===== config.mk =====
export PLATFORM = sky130hd
export DESIGN_NAME = pipe_hazard_scoreboard
export DESIGN_NICKNAME = d
export VERILOG_FILES = /design/src/rtl/pipe_hazard_scoreboard.sv
export SDC_FILE = /design/constraint.sdc
export NUM_CORES = 1
export LEC_CHECK = 0
export CORE_MARGIN = 2
export CORE_UTILIZATION = 45
export CTS_CLUSTER_SIZE = 28
export DETAILED_ROUTE_END_ITERATION = 6
export GPL_TIMING_DRIVEN = 0
export PLACE_DENSITY = 0.71
export SYNTH_ARGS = -nofsm -noshare
export SYNTH_HDL_FRONTEND = slang
export SYNTH_SLANG_ARGS = --single-unit

===== constraint.sdc =====
create_clock -name clk -period 3.6 [get_ports clk]
set_clock_uncertainty 0.2 [all_clocks]
set_input_delay 0.72 -clock clk [delete_from_list [all_inputs] [get_ports clk]]
set_output_delay 0.72 -clock clk [all_outputs]
set_load 0.01 [all_outputs]

===== src/rtl/pipe_hazard_scoreboard.sv =====
// -----------------------------------------------------------------------------
// pipe_hazard_scoreboard
//
// Hazard and forwarding controller for the in-order pipeline. It sits at the
// ID/EX boundary and keeps a shift-register scoreboard of in-flight register
// writers. Entry 0 is the instruction in EX and entry DEPTH-1 is the one in WB.
// Each cycle it decides whether the instruction in ID must stall, and which
// pipeline stage (if any) feeds each source operand through the forwarding
// muxes.
//
// Parameters
//   AW        register index width
//   DEPTH     number of tracked stages after ID (legal 2..8)
//   LOAD_RDY  first entry index at which a load result can be forwarded
//   CNT_W     stall counter width
//   SW        forwarding-select width, derived from DEPTH
//
// Ports
//   clk          clock, all state updates on the rising edge
//   rst          synchronous active-high reset
//   id_valid     ID holds a real instruction (not a bubble)
//   id_rs1       ID source 1 index
//   id_rs2       ID source 2 index
//   id_use_rs2   ID instruction reads rs2
//   id_rd        ID destination index
//   id_regwrite  ID instruction writes rd
//   id_is_load   ID instruction is a load
//   flush        taken branch: the ID instruction is killed this cycle
//   ex_hold      EX busy with a multicycle op: the tracked pipe is frozen
//   stall        hold PC and IF/ID, insert a bubble into ID/EX
//   fwd_a        rs1 source: 0 = register file, k = result held in entry k-1
//   fwd_b        rs2 source, same encoding
//   stall_cnt    saturating count of stall cycles since reset
// -----------------------------------------------------------------------------
module pipe_hazard_scoreboard #(
  parameter int AW       = 5,
  parameter int DEPTH    = 3,
  parameter int LOAD_RDY = 2,
  parameter int CNT_W    = 16,
  localparam int SW      = $clog2(DEPTH + 1)
) (
  input  logic             clk,
  input  logic             rst,
  input  logic             id_valid,
  input  logic [AW-1:0]    id_rs1,
  input  logic [AW-1:0]    id_rs2,
  input  logic             id_use_rs2,
  input  logic [AW-1:0]    id_rd,
  input  logic             id_regwrite,
  input  logic             id_is_load,
  input  logic             flush,
  input  logic             ex_hold,
  output logic             stall,
  output logic [SW-1:0]    fwd_a,
  output logic [SW-1:0]    fwd_b,
  output logic [CNT_W-1:0] stall_cnt
);

  typedef struct packed {
    logic          valid;
    logic [AW-1:0] rd;
    logic          is_load;
  } entry_t;

  entry_t ent [DEPTH];

  // Per-operand lookup results.
  logic          hit_a, hit_b;
  logic          haz_a, haz_b;
  logic [SW-1:0] sel_a, sel_b;
  logic          stall_raw;
  logic          issue;

  // Scan from the oldest entry to the youngest so the youngest matching
  // writer overwrites any older one (older writers are shadowed).
  always_comb begin
    // NOTE: every variable gets a default before the loop; otherwise a path
    // that leaves it unassigned would infer a latch.
    hit_a = 1'b0;
    haz_a = 1'b0;
    sel_a = '0;
    hit_b = 1'b0;
    haz_b = 1'b0;
    sel_b = '0;
    for (int k = DEPTH - 1; k >= 0; k--) begin
      if (ent[k].valid && (ent[k].rd == id_rs1) && (id_rs1 != '0)) begin
        hit_a = 1'b1;
        sel_a = SW'(k + 1);
        haz_a = ent[k].is_load && (k < LOAD_RDY);
      end
      if (id_use_rs2 && ent[k].valid && (ent[k].rd == id_rs2) && (id_rs2 != '0)) begin
        hit_b = 1'b1;
        sel_b = SW'(k + 1);
        haz_b = ent[k].is_load && (k < LOAD_RDY);
      end
    end
  end

  // A killed instruction never needs to wait, even for a busy EX stage.
  assign stall_raw = id_valid & (haz_a | haz_b | ex_hold) & ~flush;
  assign stall     = stall_raw & ~rst;

  // A select is only meaningful when the operand can actually be forwarded
  // this cycle; while stalled (for any reason) both selects read as 0.
  assign fwd_a = (~rst & hit_a & ~haz_a & ~stall_raw) ? sel_a : '0;
  assign fwd_b = (~rst & hit_b & ~haz_b & ~stall_raw) ? sel_b : '0;

  // x0 writers are never tracked: x0 is always read from the register file.
  assign issue = id_valid & id_regwrite & (id_rd != '0) & ~stall & ~flush;

  // NOTE: sequential state uses non-blocking assignments so the shift reads
  // every entry's pre-edge value regardless of statement order.
  always_ff @(posedge clk) begin
    if (rst) begin
      // NOTE: only the valid bits are cleared; rd and is_load are ignored
      // whenever valid is 0, so they need no reset value.
      for (int k = 0; k < DEPTH; k++) begin
        ent[k].valid <= 1'b0;
      end
    end else if (!ex_hold) begin
      ent[0] <= '{valid: issue, rd: id_rd, is_load: id_is_load};
      for (int k = 1; k < DEPTH; k++) begin
        ent[k] <= ent[k-1];
      end
    end
  end

  always_ff @(posedge clk) begin
    if (rst) begin
      stall_cnt <= '0;
    end else if (stall && (stall_cnt != '1)) begin
      stall_cnt <= stall_cnt + 1'b1;
    end
  end

endmodule


* Word level (Yosys, flattened, before mapping) *
Memories as Yosys holds them, arrays and structs flattened.
Cells that the tools add are included.

cells by class
  $add $sub $neg = 1
  eq/ne operators = 7
  multiplexer cells = 26
  bitwise gates (word level) = 24
  reduce and logical (&&, ||, !) cells = 19

operators by type and width
  operator                                                         count
  5-bit == test                                                    6
  1-bit 2-to-1 mux                                                 18
  16-bit by 1-bit adder with 16-bit output, second input constant  1
  1-bit logical AND                                                16
  2-bit 2-to-1 mux                                                 8
  16-bit inequality test, second input constant                    1
  5-bit nonzero test                                               3
  1-bit bitwise AND                                                13
  1-bit inverter                                                   6
  1-bit bitwise OR                                                 5

storage, ports and cells
  bits in registers = 16
  RAM bits = 21
  memories kept = 1

memory list
  name  depth  width  read ports  clocked after memory_dff  wr ports  RTL line  source
  ent   3      7      3           0                         3         65        entry_t ent [DEPTH];

* Longest topological paths before layout *
An unclocked memory read counts as a cell.

  depth after elaboration = 15
  gate-level depth with buffers = 9
  depth with buffers taken out = 7

* Worst setup path after synthesis *
OpenSTA, ideal clock, no wires.

  path type = input-to-output
  start = in id_rs2[0]
  end = out fwd_a[1]
  arrival = 2,337 ps
  data required time = 2,680 ps
  setup slack = 343 ps
  stages = 6
  path buffers = 0
  cell sequence = or4_1 > o2111a_1 > a221oi_2 > a21oi_2 > nor2_1 > and3_1

on the way
  cells in the longest elaborated chain, start to end = 12
  elaborated cells on any way between the ends = 16

RTL lines
  element                           RTL line  source
  start: declaration                46        input logic [AW-1:0] id_rs2,
  5-bit == test                     91        if (id_use_rs2 && ent[k].valid && (ent[k].rd == id_rs2) && (id_rs2 != '0)) begin
  1-bit logical AND (2 in a row)    91
  1-bit 2-to-1 mux                  91
  1-bit 2-to-1 mux *                91
  1-bit bitwise OR * (2 in a row)   100       assign stall_raw = id_valid & (haz_a | haz_b | ex_hold) & ~flush;
  1-bit bitwise AND * (2 in a row)  100
  1-bit inverter *                  105       assign fwd_a = (~rst & hit_a & ~haz_a & ~stall_raw) ? sel_a : '0;
  1-bit bitwise AND *               105
  2-bit 2-to-1 mux *                105
  end: declaration                  54        output logic [SW-1:0] fwd_a,

Mark *: on every way between the ends. The rest lies on a longest branch, timed or not.

* Worst setup path in the final report *
  start = in id_rs1[1]
  end = out fwd_a[0]

on the way
  cells in the longest elaborated chain, start to end = 12
  elaborated cells on any way between the ends = 28

RTL lines
  element                         RTL line  source
  start: declaration              45        input logic [AW-1:0] id_rs1,
  5-bit == test                   86        if (ent[k].valid && (ent[k].rd == id_rs1) && (id_rs1 != '0)) begin
  1-bit logical AND (2 in a row)  86
  1-bit 2-to-1 mux (2 in a row)   86
  1-bit bitwise OR (2 in a row)   100
  1-bit bitwise AND (2 in a row)  100
  1-bit inverter                  105
  1-bit bitwise AND               105
  2-bit 2-to-1 mux *              105

Marked as above.

==> impl_metrics.env <==
export IMPL_gp_congestion=0.815
export IMPL_power_net_switching_uw=225
export IMPL_yosys_area_top_type="edfxtp_1"
export IMPL_grt_max_degree=27
export IMPL_relSlewSlack_pct=22.3
export IMPL_rr_worst_depth=8
export IMPL_antenna_found_initial=0
export IMPL_yosys_warnings=0
export IMPL_synth_area_leaders="edfxtp_1 (27%), dfxtp_1 (14%), xnor2_1 (8.5%)"
export IMPL_grt_pass1_wl_microns=8690
export IMPL_min_from="stall_cnt[9]$_SDFFE_PP0P_"
export IMPL_root_buffer="clkbuf_8"
export IMPL_status="completed"
export IMPL_max_cap_violations=0
export IMPL_hold_viol_final=0
export IMPL_syn_instance_count=224
export IMPL_p_leak_nw=1.02
export IMPL_hold_class="flop to flop"
export IMPL_crit_path_start_kind="primary input"
export IMPL_die_h_microns=74.8
export IMPL_end_kind="output pin"
export IMPL_r2r_slack_ns=0.63
export IMPL_first_iter_violations=82
export IMPL_clock_latency_ns=0.28
export IMPL_r2r_end="stall_cnt[4]$_SDFFE_PP0P_"
export IMPL_synth_main_ff_cell="edfxtp_1"
export IMPL_vias_per_cell=5.36
export IMPL_rsz0062_at_grt="yes"
export IMPL_postCtsHoldBufs=0
export IMPL_netSwitchingFraction_pct=24.1
export IMPL_syn_area_per_cell_sq_um=10.1
export IMPL_tightest_slew_ns=1.17
export IMPL_path_class="primary input to output pin"
export IMPL_p_int_uw=706
export IMPL_max_stage_delay_ns=0.54
export IMPL_maxClockFrequency_mhz=280
export IMPL_synth_seq_cells=36
export IMPL_initial_core_util_pct=47.1
export IMPL_clockBufferDepth=2
export IMPL_drc=0
export IMPL_clk_transition_reported_paths_ns=0.07
export IMPL_drt_pass1_iter_count=4
export IMPL_slew_violations=0
export IMPL_cts_sinks=36
export IMPL_drive_gt1_share_pct=19.3
export IMPL_dieArea_sq_um=5600
export IMPL_layout_min_cycle_time_ns=3.57
export IMPL_place_ws_ns=-0.969
export IMPL_ir_worst_vdd_mv=0.207
export IMPL_grt_usage_pct=20.4
export IMPL_fp_dieW_microns=74.8
export IMPL_multi_input_area_sq_um=1350
export IMPL_pwr_share_seq_pct=49.3
export IMPL_combinationalPowerShare_pct=12.3
export IMPL_via_count=1859
export IMPL_worst_hold_path_endpoint="stall_cnt[9]$_SDFFE_PP0P_"
export IMPL_coreArea_sq_um=4790
export IMPL_cts_tree="yes"
export IMPL_yosysUniqueCellTypes=48
export IMPL_ant_nets=0
export IMPL_grt_overflow_total=0
export IMPL_synth_edff_count=20
export IMPL_clkPwrFrac_pct=38.5
export IMPL_syn_area_sq_um=2260
export IMPL_ys_async_sr_fraction_pct=0
export IMPL_portBuffers=42
export IMPL_wl_per_cell_microns=15.1
export IMPL_setup_viol=0
export IMPL_synth_top_area_share_pct=26.6
export IMPL_h_tree_depth=2
export IMPL_fillers=398
export IMPL_crit_chain="buf_4, or4_4, nor2_4, nor3_1, or4_1, mux2i_1, and2_1, clkdlybuf4s15_1"
export IMPL_crit_start="id_rs1[1]"
export IMPL_r2r_start="ent[0][9]$_DFFE_PP_"
export IMPL_antenna_cells=0
export IMPL_grt_pass1_vias=1796
export IMPL_regArea_sq_um=921
export IMPL_postLayoutSetupSlackWorst_ns=0.0271
export IMPL_period_share_pct=99.2
export IMPL_nets=303
export IMPL_wl_microns=5250
export IMPL_design_portCount=44
export IMPL_required_ns=2.68
export IMPL_fp_row_count=25
export IMPL_critPathSlowestCell="or4_4"
export IMPL_numCtsBuffers=5
export IMPL_instances_no_fill=347
export IMPL_synth_seq_area_share_pct=40.8
export IMPL_placed_cells=333
export IMPL_place_hpwl_microns=3850
export IMPL_crit_fanout=5
export IMPL_cp_arrival_ns=2.65
export IMPL_syn_to_final_growth_pct=29.9
export IMPL_synthesis_nets=248
export IMPL_p_per_area_nw_per_um2=318
export IMPL_min_path_cells=2
-- power by group through the flow --
stage / Sequential, mW / Clock (mW) / Combinational [mW]
finish: 0.459 / 0.358 / 0.114
global route: 0.461 / 0.382 / 0.125
CTS: 0.458 / 0.365 / 0.111
detailed placement: 0.468 / 0 / 0.107
global placement: 0.468 / 0 / 0.105
floorplan: 0.464 / 0 / 0.0600
-- synth_stat cells (all sizes together), types with 3 or more instances --
cell and count:
buf 4, o21ai 3, and2 20, nand4 5
edfxtp 20, nor2 17, inv 3, dfxtp 16
xor2 9, or4 9, o31ai 3, nand3 8
mux2 8, nor3 6, xnor2 22, nor2b 10
clkbuf 6, nand2b 5, a21oi 7, and3 9
nand2 8, nor4 3
-- area by class of cell --
type	instances	area share [%]
tap	67	2.86
buffer	9	1.49
clock inverter	3	1.45
inverter	3	0.384
clock buffer	5	2.35
multi-input combinational	175	45.9
timing repair buffer	49	14.1
sequential	36	31.4
-- critical path: cells and delay by family --
kind          cells  cell delay, ns
mux               1            0.15
buf+inv           2            0.37
simple gates      5            1.41
-- worst max-delay path by stage --
stage,end,slack (ns),depth (start not counted)
6_report,fwd_a[0],0.03,8
5_1_grt,fwd_a[0],-0.07,8
2_1_floorplan,fwd_a[1],0.34,6
3_5_place_dp,fwd_b[1],-0.97,10
4_1_cts,fwd_a[0],0.005,8
3_3_place_gp,fwd_b[1],-0.95,10
-- sequential cells by signal, indices dropped and copies added (netlist names) --
register / count
ent: 20
stall_cnt: 16
-- cell usage in the layout (no fill, tap or decap), types with 2 or more instances in the layout --
cell type,synthesis,final
and2_1,20,20
nand4_1,5,5
nor2b_1,10,10
or4_1,8,6
mux2_4,5,5
buf_2,1,9
inv_1,3,3
o21ai_0,2,2
edfxtp_1,20,20
o41ai_1,2,2
clkbuf_1,6,5
nand3_1,8,8
a21o_1,2,2
buf_4,0,10
clkdlybuf4s50_1,0,27
mux2i_1,2,2
or4_4,1,3
nor2_2,2,2
and3_1,9,9
nor2_1,15,14
nand2b_1,5,5
o31ai_1,3,3
nand2_1,8,8
xor2_1,9,9
xnor2_1,22,22
mux2_1,3,3
nor3b_2,2,2
clkbuf_2,0,3
clkbuf_8,0,5
and4_1,2,2
a21oi_1,6,6
nor3_1,5,5
dfxtp_1,16,16
-- cells by family (layout without fill, tap and decap cells) --
family / after synthesis / in the layout / share of synthesized area [%]
adder cells (fa/ha/maj): 1 / 1 / 0.555
AO/OA/AOI/OAI: 26 / 26 / 9.37
XOR/XNOR: 31 / 31 / 12.0
AND/OR/NAND/NOR: 107 / 107 / 28.6
flip-flops: 36 / 36 / 40.8
multiplexers: 10 / 10 / 5.71
buffers and inverters: 13 / 69 / 2.88
-- per-stage QoR --
step / area [sq um] / hold slack, ns / setup TNS (ns) / utilization (%) / power (mW)
final: 2930 / 0.304 / 0 / 61.2 / 0.931
after global routing: 2930 / 0.335 / -0.0667 / 61.2 / 0.967
after CTS: 2920 / 0.303 / 0 / 61.0 / 0.934
after detailed placement: 2760 / 0.292 / -5.68 / 57.7 / 0.575
after global placement: 2760 / 0.283 / -5.40 / 57.7 / 0.572
after floorplan: 2260 / 0.298 / 0 / - / 0.524
-- per-layer routing --
metal	part of all wire [%]	up-vias	track usage [%]	wire length [microns]
met3	3.9	2	3.21	202
met1	50	894	30.0	2620
li1	-	922	-	-
met5	0	-	0	0
met2	46	41	31.5	2390
met4	0.65	0	5.36	34
-- what timing repair did --
| item | CTS | global route |
|---|---|---|
| buffers inserted | 5 | 2 |
| resized for setup | 59 | 11 |
| hold endpoints to repair | 0 | 0 |
| cloned | 0 | 0 |
| setup endpoints to repair | 5 | 5 |
| pin swaps | 9 | 7 |
No activity file was read; power rests on OpenSTA's default activity.
